--- config.mk ---
export PLATFORM = sky130hd
export DESIGN_NAME = tone_gen_multi
export DESIGN_NICKNAME = d
export VERILOG_FILES = /design/src/rtl/tone_pkg.sv /design/src/rtl/tone_gen_multi_channel.sv /design/src/rtl/tone_gen_multi.sv
export SDC_FILE = /design/constraint.sdc
export NUM_CORES = 1
export LEC_CHECK = 0
export ABC_AREA = 1
export BUFFER_PORTS_ARGS = -buffer_cell sky130_fd_sc_hd__buf_2
export CAP_MARGIN = 10
export CORE_MARGIN = 3
export CORE_UTILIZATION = 35
export CTS_CLUSTER_DIAMETER = 120
export DETAILED_ROUTE_END_ITERATION = 16
export GPL_ROUTABILITY_DRIVEN = 0
export HOLD_SLACK_MARGIN = 0.08
export RECOVER_POWER = 50
export SYNTH_ARGS = -nofsm -noshare
export SYNTH_HDL_FRONTEND = slang
export SYNTH_HIERARCHICAL = 1
export SYNTH_SLANG_ARGS = --single-unit
--- constraint.sdc ---
create_clock -name clk -period 7.04 [get_ports clk]
set_input_delay 0.704 -clock clk [delete_from_list [all_inputs] [get_ports clk]]
set_output_delay 0.704 -clock clk [all_outputs]
set_load 0.1 [all_outputs]
--- src/rtl/tone_pkg.sv ---
// Shared constants, types and helpers for the multi-channel tone generator.
//   VOL_W        : width of the volume level
//   GAIN_W       : width of the per-channel click-suppression gain
//   GAIN_FULL    : gain value of a fully ramped-up note
//   REST_DIV_MIN : smallest note divisor that actually plays
//   vol_cmd_e    : decoded button command for the volume register
//   amp_of()     : volume level to peak amplitude
package tone_pkg;

    localparam int unsigned VOL_W        = 3;
    localparam int unsigned GAIN_W       = 8;
    localparam logic [GAIN_W-1:0] GAIN_FULL = 8'd255;
    localparam int unsigned REST_DIV_MIN = 2;

    typedef enum logic [1:0] {
        VolHold,
        VolUp,
        VolDown
    } vol_cmd_e;

    // Each volume step below the top level halves the amplitude; level 0 mutes.
    // The top level leaves two bits of headroom under full scale.
    function automatic logic [31:0] amp_of(input logic [VOL_W-1:0] vol,
                                           input int unsigned      aud_w,
                                           input int unsigned      vol_max);
        logic [31:0] full;
        full = 32'd1 << (aud_w - 2);
        if (vol == '0) begin
            return '0;
        end
        return full >> (vol_max - 32'(vol));
    endfunction

endpackage

--- src/rtl/tone_gen_multi_channel.sv ---
// One tone channel: note divider with retrigger, linear gain ramp and
// registered signed sample.
//   clk, rst       : clock, asynchronous active-high reset
//   div_i          : note divisor; 0 or 1 means rest
//   amp_i          : peak amplitude for the current volume (non-negative)
//   ramp_pulse_i   : one-cycle strobe that moves the gain one step
//   sample_o       : signed square-wave sample, registered
module tone_channel
    import tone_pkg::*;
#(
    parameter int unsigned DIV_W = 22,
    parameter int unsigned AUD_W = 16
) (
    input  logic                    clk,
    input  logic                    rst,
    input  logic [DIV_W-1:0]        div_i,
    input  logic [AUD_W-1:0]        amp_i,
    input  logic                    ramp_pulse_i,
    output logic signed [AUD_W-1:0] sample_o
);

    logic [DIV_W-1:0]        cnt_q, cnt_d;
    logic [DIV_W-1:0]        prev_div_q;
    logic                    phase_q, phase_d;
    logic [GAIN_W-1:0]       gain_q, gain_d;
    logic [GAIN_W-1:0]       gain_target;
    logic signed [AUD_W-1:0] sample_q, sample_d;
    logic signed [AUD_W:0]   amp_s;
    logic signed [AUD_W+GAIN_W-1:0] prod;
    logic                    playing;
    logic                    unused_prod_lsb;

    assign playing = (div_i >= DIV_W'(REST_DIV_MIN));

    // Divider. A divisor change restarts the waveform from the positive half,
    // including a change into rest, after which the phase stays frozen.
    always_comb begin
        cnt_d   = cnt_q;
        phase_d = phase_q;
        if (div_i != prev_div_q) begin
            cnt_d   = '0;
            phase_d = 1'b0;
        end else if (playing) begin
            if (cnt_q == div_i) begin
                cnt_d   = '0;
                phase_d = ~phase_q;
            end else begin
                cnt_d = cnt_q + 1'b1;
            end
        end
    end

    // Gain only follows play/rest, so note-to-note changes keep full gain.
    assign gain_target = playing ? GAIN_FULL : '0;

    always_comb begin
        gain_d = gain_q;
        if (ramp_pulse_i) begin
            if (gain_q < gain_target) begin
                gain_d = gain_q + 1'b1;
            end else if (gain_q > gain_target) begin
                gain_d = gain_q - 1'b1;
            end
        end
    end

    // Product fits in AUD_W+GAIN_W signed bits because amp is at most 2^(AUD_W-2).
    always_comb begin
        amp_s    = phase_q ? -$signed({1'b0, amp_i}) : $signed({1'b0, amp_i});
        prod     = amp_s * $signed({1'b0, gain_q});
        sample_d = prod[AUD_W+GAIN_W-1:GAIN_W];
    end

    assign unused_prod_lsb = ^prod[GAIN_W-1:0];

    always_ff @(posedge clk or posedge rst) begin
        if (rst) begin
            cnt_q      <= '0;
            prev_div_q <= '0;
            phase_q    <= 1'b0;
            gain_q     <= '0;
            sample_q   <= '0;
        end else begin
            cnt_q      <= cnt_d;
            prev_div_q <= div_i;
            phase_q    <= phase_d;
            gain_q     <= gain_d;
            sample_q   <= sample_d;
        end
    end

    assign sample_o = sample_q;

endmodule

--- src/rtl/tone_gen_multi.sv ---
// Multi-channel square-wave tone generator with shared button-stepped volume,
// per-channel click-free gain ramp and a saturating mono mix.
//   clk, rst     : clock, asynchronous active-high reset
//   volume_up    : debounced level input, one step per rising edge
//   volume_down  : debounced level input, one step per rising edge
//   note_div     : per-channel divisor, channel c at [c*DIV_W +: DIV_W]
//   audio_ch     : per-channel signed sample, channel c at [c*AUD_W +: AUD_W]
//   audio_mix    : saturated sum of all channels, one cycle behind audio_ch
//   volume       : current volume level, 0 = mute
module tone_gen_multi
    import tone_pkg::*;
#(
    parameter int unsigned NUM_CH   = 2,
    parameter int unsigned DIV_W    = 22,
    parameter int unsigned AUD_W    = 16,
    parameter int unsigned VOL_MAX  = 5,
    parameter int unsigned VOL_INIT = 3,
    parameter int unsigned RAMP_DIV = 256
) (
    input  logic                      clk,
    input  logic                      rst,
    input  logic                      volume_up,
    input  logic                      volume_down,
    input  logic [NUM_CH*DIV_W-1:0]   note_div,
    output logic [NUM_CH*AUD_W-1:0]   audio_ch,
    output logic [AUD_W-1:0]          audio_mix,
    output logic [VOL_W-1:0]          volume
);

    localparam int unsigned PRE_W = (RAMP_DIV > 1) ? $clog2(RAMP_DIV) : 1;
    localparam int unsigned SUM_W = AUD_W + 3;
    localparam logic [PRE_W-1:0] PRE_LAST = PRE_W'(RAMP_DIV - 1);
    localparam logic signed [SUM_W-1:0] MIX_MAX = {4'b0000, {(AUD_W-1){1'b1}}};
    localparam logic signed [SUM_W-1:0] MIX_MIN = {4'b1111, {(AUD_W-1){1'b0}}};

    // ---------------- volume ----------------
    logic             up_q, down_q;
    logic             up_evt, down_evt;
    vol_cmd_e         vol_cmd;
    logic [VOL_W-1:0] vol_q, vol_d;
    logic [AUD_W-1:0] amp;

    assign up_evt   = volume_up & ~up_q;
    assign down_evt = volume_down & ~down_q;

    always_comb begin
        vol_cmd = VolHold;
        if (up_evt && !down_evt) begin
            vol_cmd = VolUp;
        end else if (down_evt && !up_evt) begin
            vol_cmd = VolDown;
        end
    end

    always_comb begin
        vol_d = vol_q;
        case (vol_cmd)
            VolUp:   if (vol_q < VOL_W'(VOL_MAX)) vol_d = vol_q + 1'b1;
            VolDown: if (vol_q != '0) vol_d = vol_q - 1'b1;
            default: vol_d = vol_q;
        endcase
    end

    assign amp = AUD_W'(amp_of(vol_q, AUD_W, VOL_MAX));

    // ---------------- ramp prescaler ----------------
    logic [PRE_W-1:0] pre_q, pre_d;
    logic             ramp_pulse;

    assign ramp_pulse = (pre_q == PRE_LAST);
    assign pre_d      = ramp_pulse ? '0 : pre_q + 1'b1;

    // ---------------- channels ----------------
    logic signed [AUD_W-1:0] ch_sample [NUM_CH];

    for (genvar c = 0; c < NUM_CH; c++) begin : g_ch
        tone_channel #(
            .DIV_W (DIV_W),
            .AUD_W (AUD_W)
        ) u_ch (
            .clk          (clk),
            .rst          (rst),
            .div_i        (note_div[c*DIV_W +: DIV_W]),
            .amp_i        (amp),
            .ramp_pulse_i (ramp_pulse),
            .sample_o     (ch_sample[c])
        );
        assign audio_ch[c*AUD_W +: AUD_W] = ch_sample[c];
    end

    // ---------------- mixer ----------------
    logic signed [SUM_W-1:0] sum;
    logic [AUD_W-1:0]        mix_q, mix_d;

    always_comb begin
        sum = '0;
        for (int c = 0; c < NUM_CH; c++) begin
            sum = sum + SUM_W'(ch_sample[c]);
        end
        if (sum > MIX_MAX) begin
            mix_d = {1'b0, {(AUD_W-1){1'b1}}};
        end else if (sum < MIX_MIN) begin
            mix_d = {1'b1, {(AUD_W-1){1'b0}}};
        end else begin
            mix_d = sum[AUD_W-1:0];
        end
    end

    always_ff @(posedge clk or posedge rst) begin
        if (rst) begin
            up_q   <= 1'b0;
            down_q <= 1'b0;
            vol_q  <= VOL_W'(VOL_INIT);
            pre_q  <= '0;
            mix_q  <= '0;
        end else begin
            up_q   <= volume_up;
            down_q <= volume_down;
            vol_q  <= vol_d;
            pre_q  <= pre_d;
            mix_q  <= mix_d;
        end
    end

    assign audio_mix = mix_q;
    assign volume    = vol_q;

endmodule

Word-level counts from Yosys, hierarchy flattened
Index checks and enable logic that the tools add are counted.
W data, S select, Z words.
{"block": "totals", "reg_bits": 167, "output_inout_bits": 51}
{"block": "op_classes", "n_addsub": 12, "multipliers": 2, "magnitude_cmp": 9, "eq_ne": 9, "shift": 1, "n_mux": 31, "bitwise_logic": 6, "n_reduce_logical": 18}
{"operator": "$mux W22", "count": 6}
{"operator": "$mux W16", "count": 4}
{"operator": "$mux W8", "count": 7}
{"operator": "$mul A17 B9 Y24", "count": 2}
{"operator": "$add A22 B1 Y22 const B", "count": 2}
{"operator": "$eq A22 B22 Y1", "count": 2}
{"operator": "$ge A22 B2 Y1 const B", "count": 2}
{"operator": "$ne A22 B22 Y1", "count": 2}
{"operator": "$mux W17", "count": 2}
{"operator": "$shr A15 B32 Y16 const A", "count": 1}
{"operator": "$add A8 B1 Y8 const B", "count": 3}
{"operator": "$add A16 B16 Y17", "count": 1}
{"operator": "$gt A17 B16 Y1 const B", "count": 1}
{"operator": "$lt A17 B16 Y1 const B", "count": 1}
{"operator": "$neg A16 Y17", "count": 1}
{"operator": "$gt A8 B8 Y1", "count": 2}
{"operator": "$lt A8 B8 Y1", "count": 2}
{"operator": "$sub A8 B1 Y8 const B", "count": 2}
{"operator": "$reduce_bool A2 Y1", "count": 7}
{"operator": "$eq A8 B8 Y1 const B", "count": 1}
{"operator": "$reduce_and A2 Y1", "count": 4}
{"operator": "$mux W1", "count": 7}
{"operator": "$mux W3", "count": 2}
{"operator": "$pmux W3 S2", "count": 1}
{"operator": "15 further kinds", "count": 23}

Logic depth before layout (Yosys ltp)
Gate-level depths: netlist of the first run.
{"block": "logic_depth", "word_depth": 9, "ltp_mapped": 30, "ltp_nobuf": 30}

Hierarchy
Netlist of the first run, hierarchy kept.
{"module": "tone_channel at g_ch[1].u_ch", "instances": 1, "cells_each": 1126, "area_per_inst_um2": 8597.0}
{"module": "tone_channel at g_ch[0].u_ch", "instances": 1, "cells_each": 1117, "area_per_inst_um2": 8587.0}
{"module": "tone_gen_multi", "instances": 1, "cells_each": 297, "area_per_inst_um2": 2154.6}

Worst setup path before layout of the first run
OpenSTA, ideal clock, no wires.
{"block": "synth_timing", "path_kind": "register -> register", "start": "register vol_q[1] (netlist: volume[1])", "end": "register g_ch[1].u_ch.sample_q[15]", "setup_time_ns": 0.079, "arrival_time_ns": 6.406, "required_time_ns": 6.961, "slack_ns": 0.555, "path_stages_with_launch": 27, "path_cell_list": "dfstp_2 -> inv_1 -> ha_1 -> inv_1 -> nor3_1 -> inv_1 -> nand2_1 -> nor3_1 -> a21oi_2 -> nor2_2 -> nand2_1 -> o21ai_2 -> nor2_1 -> inv_1 -> fa_1 -> inv_1 -> fa_1 -> fa_1 -> inv_1 -> fa_1 -> inv_1 -> ha_1 -> a21oi_1 -> nor2_1 -> or3b_2 -> a21oi_1 -> xor2_1"}
{"block": "synth_via", "elab_chain_len": 6, "elab_cells_between_ends": 8}
{"element": "start, declared", "line_no": "tone_gen_multi.sv:40", "text": "logic [VOL_W-1:0] vol_q, vol_d;"}
{"element": "start signal, assigned", "line_no": "tone_gen_multi.sv:113", "text": "vol_q <= VOL_W'(VOL_INIT);"}
{"element": "start signal, assigned", "line_no": "tone_gen_multi.sv:119", "text": "vol_q <= vol_d;"}
{"element": "$sub A3 B3 Y4 or $logic_not A3 Y1 (tied branches)", "line_no": "tone_pkg.sv:31, tone_pkg.sv:28"}
{"element": "$shr A15 B32 Y16 or $mux W1 (tied branches)", "line_no": "tone_pkg.sv:31, tone_pkg.sv:28"}
{"element": "$mux W16 *", "line_no": "tone_pkg.sv:31", "text": "return full >> (vol_max - 32'(vol));"}
{"element": "named net amp[9]", "line_no": "tone_gen_multi.sv:41", "text": "logic [AUD_W-1:0] amp;"}
{"element": "$neg A16 Y17", "line_no": "tone_gen_multi_channel.sv:69", "text": "amp_s = phase_q ? -$signed({1'b0, amp_i}) : $signed({1'b0, amp_i});"}
{"element": "$mux W17 *", "line_no": "tone_gen_multi_channel.sv:69"}
{"element": "$mul A17 B9 Y24 *", "line_no": "tone_gen_multi_channel.sv:70", "text": "prod = amp_s * $signed({1'b0, gain_q});"}
{"element": "named net g_ch[1].u_ch.prod[23]", "line_no": "tone_gen_multi_channel.sv:29", "text": "logic signed [AUD_W+GAIN_W-1:0] prod;"}
{"element": "end signal, assigned", "line_no": "tone_gen_multi_channel.sv:88", "text": "sample_q <= sample_d;"}
{"element": "end, declared", "line_no": "tone_gen_multi_channel.sv:27", "text": "logic signed [AUD_W-1:0] sample_q, sample_d;"}
The timed path passes the listed nets; every way through them passes the cells marked *.
A chain may end at the register's enable or synchronous reset.

Worst setup path in the final report of the first run
{"block": "layout_timing", "start": "register vol_q[1] (netlist: volume[1])", "end": "register g_ch[0].u_ch.sample_q[11]"}
{"block": "layout_via", "elab_chain_len": 6, "elab_cells_between_ends": 8}
{"element": "$sub A3 B3 Y4 or $logic_not A3 Y1 (tied branches)", "line_no": "tone_pkg.sv:31, tone_pkg.sv:28"}
{"element": "$shr A15 B32 Y16 or $mux W1 (tied branches)", "line_no": "tone_pkg.sv:31, tone_pkg.sv:28"}
{"element": "$mux W16 *", "line_no": "tone_pkg.sv:31"}
{"element": "named net amp[9]", "line_no": "tone_gen_multi.sv:41"}
{"element": "$neg A16 Y17", "line_no": "tone_gen_multi_channel.sv:69"}
{"element": "$mux W17 *", "line_no": "tone_gen_multi_channel.sv:69"}
{"element": "$mul A17 B9 Y24 *", "line_no": "tone_gen_multi_channel.sv:70"}
{"element": "named net g_ch[0].u_ch.prod[19]", "line_no": "tone_gen_multi_channel.sv:29"}
{"element": "end signal, assigned", "line_no": "tone_gen_multi_channel.sv:88"}
{"element": "end, declared", "line_no": "tone_gen_multi_channel.sv:27"}
Marked as above.

==> results.yml, run 1 <==
clock_network:
  cts.sinks: 167
  htreeDepth: 4
  cts.reportedPaths.clkPinSlew_ns: 0.08
  clock_path_buffers: 2
  cts_tree: "yes"
  cts_root_buf: "clkbuf_16"
  insertion_delay_ns: 0.49
  numCtsBuffers: 17
timing:
  worst_pin_slew_ns: 4.13
  rsz0062_at_grt: "false"
  max_slew_margin_pct: -176
  slew_viol_final: 170
  period_needed_ns: 6.58
  fmax_mhz: 152
  setup_tns_ns: 0
  fin_skew_ns: 0.0134
  hold_violations: 0
  finalSetupViolCount: 0
  min_period_over_period_pct: 93.4
worst_setup_path:
  cp-end-kind: "flip-flop"
  reg2reg_slack_ns: 0.46
  worst-path-max-fanout: 7
  r2r_start: "volume[1]$_DFFE_PP1P_"
  cp_slowest_cell: "dfstp_2"
  start_kind: "flip-flop"
  cp.required_ns: 7.43
  crit_arrival_ns: 6.97
  r2r_end: "g_ch[0].u_ch/sample_o[11]$_DFF_PP0_"
  max_stage_delay_ns: 0.60
  rr_worst_depth: 25
  path_class: "reg -> reg"
  path_common_cell: "inv_1"
yosys:
  syn_area_um2: 19300
  syn_area_per_cell_um2: 7.61
  yosysTopAreaCellShare_pct: 21.5
  synth_common_cells: "nand2_1, inv_1, nor2_1, fa_1, dfrtp_1"
  netlist-cell-type-count: 67
  yosysWarnings: 6
  synth_area_leader_cell: "fa_1"
  ys.flop_type: "dfrtp_1"
  yosys_register_bits: 167
  synth_cells: 2540
  synth_area_leaders: "fa_1, dfrtp_1, nand2_1, inv_1, ha_1"
  ys_seq_area_share_pct: 21.6
  yosysMostFrequentCell: "nand2_1"
  synth_edf_count: 0
  async_flop_share_pct: 100
placement:
  portBuffers: 98
  hpwl_um: 41200
power_and_ir_drop:
  irDropWorstVdd_uv: 520
  power_density_nw_per_um2: 356
  p_leak_nw: 11.5
  total_power_w: 0.00760
final_layout:
  nNetsFinal: 3068
  post-route-util_pct: 39.3
  diodes: 0
  seq_area_um2: 4180
  drive_above_1_share_pct: 7.70
  multi_input_area_um2: 13000
  area_growth_pct: 10.2
  nFillCells: 5585
global_routing:
  grt_start_max_net_pins: 70
  grtUsageTotal_pct: 18.2
  grt_pass1_vias: 16200
  grt_first_pass_wirelength_um: 83900
  grt.overflow.total: 0
  antenna_found_initial: 0
detailed_routing:
  num_vias: 16300
  antenna_left: 0
  routed_wl_um: 50800
  drtIter0Drc: 1148
  wire_per_inst_um: 15.0
  via_per_inst: 4.81
  first_pass_iters: 7
  drc: 0
min_path:
  hp-class: "in -> reg"
  min_to: "down_q$_DFF_PP0_"
  holdCritStartpoint: "volume_down"
  min_path_cells: 1
floorplan:
  rows: 85
  die_y_um: 241
  die_area_um2: 58100
  core_area_um2: 54200
  ioPinCount: 99
  die_w_um: 241
  start_util_pct: 35.7
status:
  outcome: "finished, violations left"
  violations: "capacitance limit, slew limit"
flow_run:
  drv_cap: 3
[state kept, by name, summed over array words and instances, names as in the netlist]
| register | flops |
|---|---|
| g_ch.u_ch/prev_div_q | 44 |
| pre_q | 8 |
| g_ch.u_ch/sample_o | 32 |
| audio_mix | 16 |
| g_ch.u_ch/cnt_q | 44 |
| down_q | 1 |
| g_ch.u_ch/gain_q | 16 |
| up_q | 1 |
| g_ch.u_ch/phase_q | 2 |
| volume | 3 |
[final cells by class]
cell class              instances  share of cell area, %
multi-input cells            1808                   61.0
flip-flops and latches        167                   19.6
inverters                     574                   10.1
well taps                     696                   4.08
repair buffers                107                   2.29
clock buffers                  17                   2.00
clock inverters                15                  0.939
[routing by layer]
layer	GRT usage, %	vias up	wire length [µm]
met5	0	-	0
met4	4.67	0	860
met3	3.23	65	2940
met2	27.8	465	22400
met1	26.8	7807	24600
li1	-	7949	-
[where the power goes]
group,internal [W],leakage (nW),switching (W)
clock network,0.000515,0.305,0.000495
registers,0.00115,2.08,0.000122
logic,0.00159,9.13,0.00372
[worst max path at each step]
stage | startpoint | endpoint | slack [ns] | cells after the start
after floorplan | volume[1]$_DFFE_PP1P_ | g_ch[1].u_ch/sample_o[15]$_DFF_PP0_ | 0.55 | 26
after global placement | volume[1]$_DFFE_PP1P_ | g_ch[1].u_ch/sample_o[15]$_DFF_PP0_ | 0.65 | 26
after detailed placement | volume[1]$_DFFE_PP1P_ | g_ch[1].u_ch/sample_o[15]$_DFF_PP0_ | 0.51 | 26
after CTS | volume[1]$_DFFE_PP1P_ | g_ch[1].u_ch/sample_o[15]$_DFF_PP0_ | 0.46 | 26
after global routing | volume[1]$_DFFE_PP1P_ | g_ch[1].u_ch/sample_o[13]$_DFF_PP0_ | 0.02 | 28
final | volume[1]$_DFFE_PP1P_ | g_ch[0].u_ch/sample_o[11]$_DFF_PP0_ | 0.46 | 25
[critical path, delay by kind of cell, from the launching register on]
family / cells / cell delay (ns)
fa+ha+maj: 6 / 2.78
flops: 1 / 0.60
xor+xnor: 1 / 0.16
buf+inv: 7 / 0.64
compound gates: 6 / 1.38
simple gates: 5 / 0.93
[what timing repair did]
item                                    in CTS  in global routing
endpoints found under the setup margin       0                  3
buffers inserted                             0                  0
hold buffers                                 0                  0
resized for setup                            0                  3
[cell usage in the layout, fill, tap and decap left out, types with 5 or more instances in the layout]
cell and n:
a211oi_1 13, a21o_1 6, a21oi_1 93, a31oi_1 7
buf_2 52, buf_4 6, clkbuf_1 49, clkbuf_16 17
clkinv_1 6, clkinv_8 5, conb_1 48, dfrtp_1 165
fa_1 206, ha_1 137, inv_1 545, inv_2 23
nand2_1 556, nand2_2 25, nand3_1 67, nand3_2 5
nand3b_1 7, nand4_1 25, nor2_1 301, nor2_2 10
nor3_1 27, nor3_2 9, nor4_1 9, o2111ai_1 6
o211ai_1 5, o21ai_0 66, o21ai_1 7, o31ai_1 5
or2_2 17, xnor2_1 36, xor2_1 65
[metrics by stage]
step	std cells	setup slack, ns	instance area [µm²]	hold slack [ns]
finish	3384	0.464	21300	0.343
global route	3384	0.0249	21300	0.314
CTS	3384	0.464	21400	0.303
detailed placement	3352	0.513	20800	0.459
global placement	3352	0.646	20800	0.447
floorplan	2587	0.555	19500	0.433
[cell families after synthesis]
family | synth area share (%)
other | 0.0194
and+or+nand+nor | 24.2
buffers and inverters | 12.1
adders and majority gates | 30.4
xor gates and xnor gates | 4.66
DFF | 21.6
AOI/OAI and AO/OA | 7.03
(Power assumes the default switching activity.)
==> run 2, diff against run 1 <==
GPL_TIMING_DRIVEN = 0   (was default)
==> run 2 against run 1 <==
  * The flow still finishes with violations (capacitance limit, slew limit)
  * Critical endpoint is now g_ch[1].u_ch/sample_o[14]$_DFF_PP0_
  * Clock-buffer cell count grew 1
  * Routed wire length is 2.0% lower
  * Critical path type unchanged
  * Power hardly changed
  * Global-route usage decreased by 0.18 points
  * Largest power group unchanged
  * Utilization increased by 0.35 points
  * Sequential share of layout area is 0.17 points lower
  * Combinational power hardly changed
  * Critical path depth is 4 higher
  * Register-to-register slack got worse by 0.09 ns
  * First-iteration DRC count down 13%
  * Clock power barely moved
  * Flip-flop and latch count unchanged
==> results.yml, run 2 (synthesized netlist as in run 1, its figures left out) <==
worst_setup_path:
  r2r_end: "g_ch[1].u_ch/sample_o[14]$_DFF_PP0_"
  worst-path-stages: 29
  r2r_start: "volume[1]$_DFFE_PP1P_"
  rr_worst_depth: 29
  reg2reg_slack_ns: 0.38
  start_kind: "flip-flop"
  path_common_cell: "inv_1"
  crit_arrival_ns: 7.02
  critPathTopFamily: "adder cells"
  cp-end-kind: "flip-flop"
  path_buf_inv: 6
  path_class: "reg -> reg"
  worst-path-max-fanout: 7
  cp_slowest_cell: "dfstp_2"
  cp.required_ns: 7.40
  max_stage_delay_ns: 0.60
detailed_routing:
  num_vias: 16100
  routed_wl_um: 49700
  drtIter0Drc: 1001
  drc: 0
  via_per_inst: 4.71
  first_pass_iters: 5
  wire_per_inst_um: 14.6
  antenna_left: 0
global_routing:
  antenna_found_initial: 0
  grtUsageTotal_pct: 18.0
  grt_first_pass_wirelength_um: 82400
  grt_pass1_vias: 15500
  grt.overflow.total: 0
  grt_start_max_net_pins: 54
power_and_ir_drop:
  power_density_nw_per_um2: 353
  combPwrFrac_pct: 70.1
  p_leak_nw: 11.6
  irDropWorstVdd_uv: 414
  clock_power_share_pct: 13.2
  switching_share_pct: 56.7
  seq_power_share_pct: 16.7
  p_int_w: 0.00329
  p_sw_w: 0.00430
final_layout:
  mostFrequentLayoutCells: "nand2_1, inv_1, nor2_1"
  nFillCells: 5694
  area_growth_pct: 11.2
  final_common_cell: "nand2_1"
  drive_above_1_share_pct: 8.09
  nNetsFinal: 3101
  diodes: 0
status:
  violations: "capacitance limit, slew limit"
  outcome: "finished, violations left"
timing:
  setup_tns_ns: 0
  worst_pin_slew_ns: 2.96
  max_slew_margin_pct: -97.3
  hold_violations: 0
  fmax_mhz: 150
  holdWs_ns: 0.261
  slew_viol_final: 126
  period_needed_ns: 6.66
  fin_skew_ns: 0.0121
  rsz0062_at_grt: "true"
  finalSetupViolCount: 0
  min_period_over_period_pct: 94.6
clock_network:
  post_cts_buffers: 0
  cts_tree: "yes"
  cts.reportedPaths.clkPinSlew_ns: 0.07
  cts.sinks: 167
  cts_root_buf: "clkbuf_16"
  clock_path_buffers: 2
  numCtsBuffers: 17
  htreeDepth: 4
  insertion_delay_ns: 0.48
floorplan:
  start_util_pct: 35.7
  rows: 85
  die_w_um: 241
  core_area_um2: 54200
  die_y_um: 241
  ioPinCount: 99
  die_area_um2: 58100
flow_run:
  drv_cap: 3
placement:
  hpwl_um: 40700
  portBuffers: 98
min_path:
  hp-class: "in -> async"
[run 2: cell types whose count changed in the layout (fill, tap and decap cells not counted), moves of 5 or more]
cell      delta
clkbuf_1    +30
buf_4        -5
buf_6        +5
clkinv_8     -5
[run 2: through the flow]
step,utilization [%],total power [W],worst slack [ns],area [µm²],instances
global route,39.7,0.00834,-0.0749,21500,3416
global placement,38.5,0.00644,0.163,20900,3381
floorplan,-,0.00530,0.555,19500,2587
CTS,39.7,0.00754,0.113,21600,3415
detailed placement,38.6,0.00647,0.173,21000,3384
finish,39.7,0.00759,0.378,21500,3416
[run 2: repair_timing]
item	4_1_cts	5_1_grt
resized for setup	0	15
endpoints found under the setup margin	0	14
hold buffers	0	0
[run 2: cell type report]
cell class | count | area, µm² | area share, %
plain buffers | 38 | 188 | 0.873
clock buffers | 18 | 439 | 2.04
clock inverters | 13 | 160 | 0.745
inverters | 574 | 2160 | 10.0
multi-input cells | 1808 | 13100 | 60.7
flip-flops and latches | 167 | 4180 | 19.4
well taps | 696 | 871 | 4.05
repair buffers | 102 | 448 | 2.08
[run 2: power by group through the flow]
stage	clock, W	sequential, W	combinational, W
floorplan	0	0.00208	0.00322
global placement	0	0.00129	0.00516
detailed placement	0	0.00128	0.00519
CTS	0.00105	0.00127	0.00523
global route	0.00107	0.00128	0.00598
finish	0.00101	0.00127	0.00532
[run 2: worst reg2reg max path, delay by kind of cell, from the launching register on]
kind | cells | cell delay, ns
buf+inv | 6 | 0.56
compound gates | 4 | 0.78
simple gates | 12 | 1.65
flops | 1 | 0.60
fa+ha+maj | 6 | 2.81
xor+xnor | 1 | 0.15
[run 2: per-layer routing]
metal / wire [µm] / track usage (%)
met4: 615 / 4.16
met1: 25400 / 27.4
met5: 0 / 0
met3: 2440 / 2.74
met2: 21300 / 27.0
[run 2: how the worst max path moves through the flow]
stage,from,endpoint,slack [ns]
floorplan,volume[1]$_DFFE_PP1P_,g_ch[1].u_ch/sample_o[15]$_DFF_PP0_,0.55
global placement,volume[1]$_DFFE_PP1P_,g_ch[0].u_ch/sample_o[15]$_DFF_PP0_,0.16
detailed placement,volume[1]$_DFFE_PP1P_,g_ch[0].u_ch/sample_o[15]$_DFF_PP0_,0.17
CTS,volume[1]$_DFFE_PP1P_,g_ch[0].u_ch/sample_o[15]$_DFF_PP0_,0.11
global route,volume[1]$_DFFE_PP1P_,g_ch[0].u_ch/sample_o[15]$_DFF_PP0_,-0.07
finish,volume[1]$_DFFE_PP1P_,g_ch[1].u_ch/sample_o[14]$_DFF_PP0_,0.38
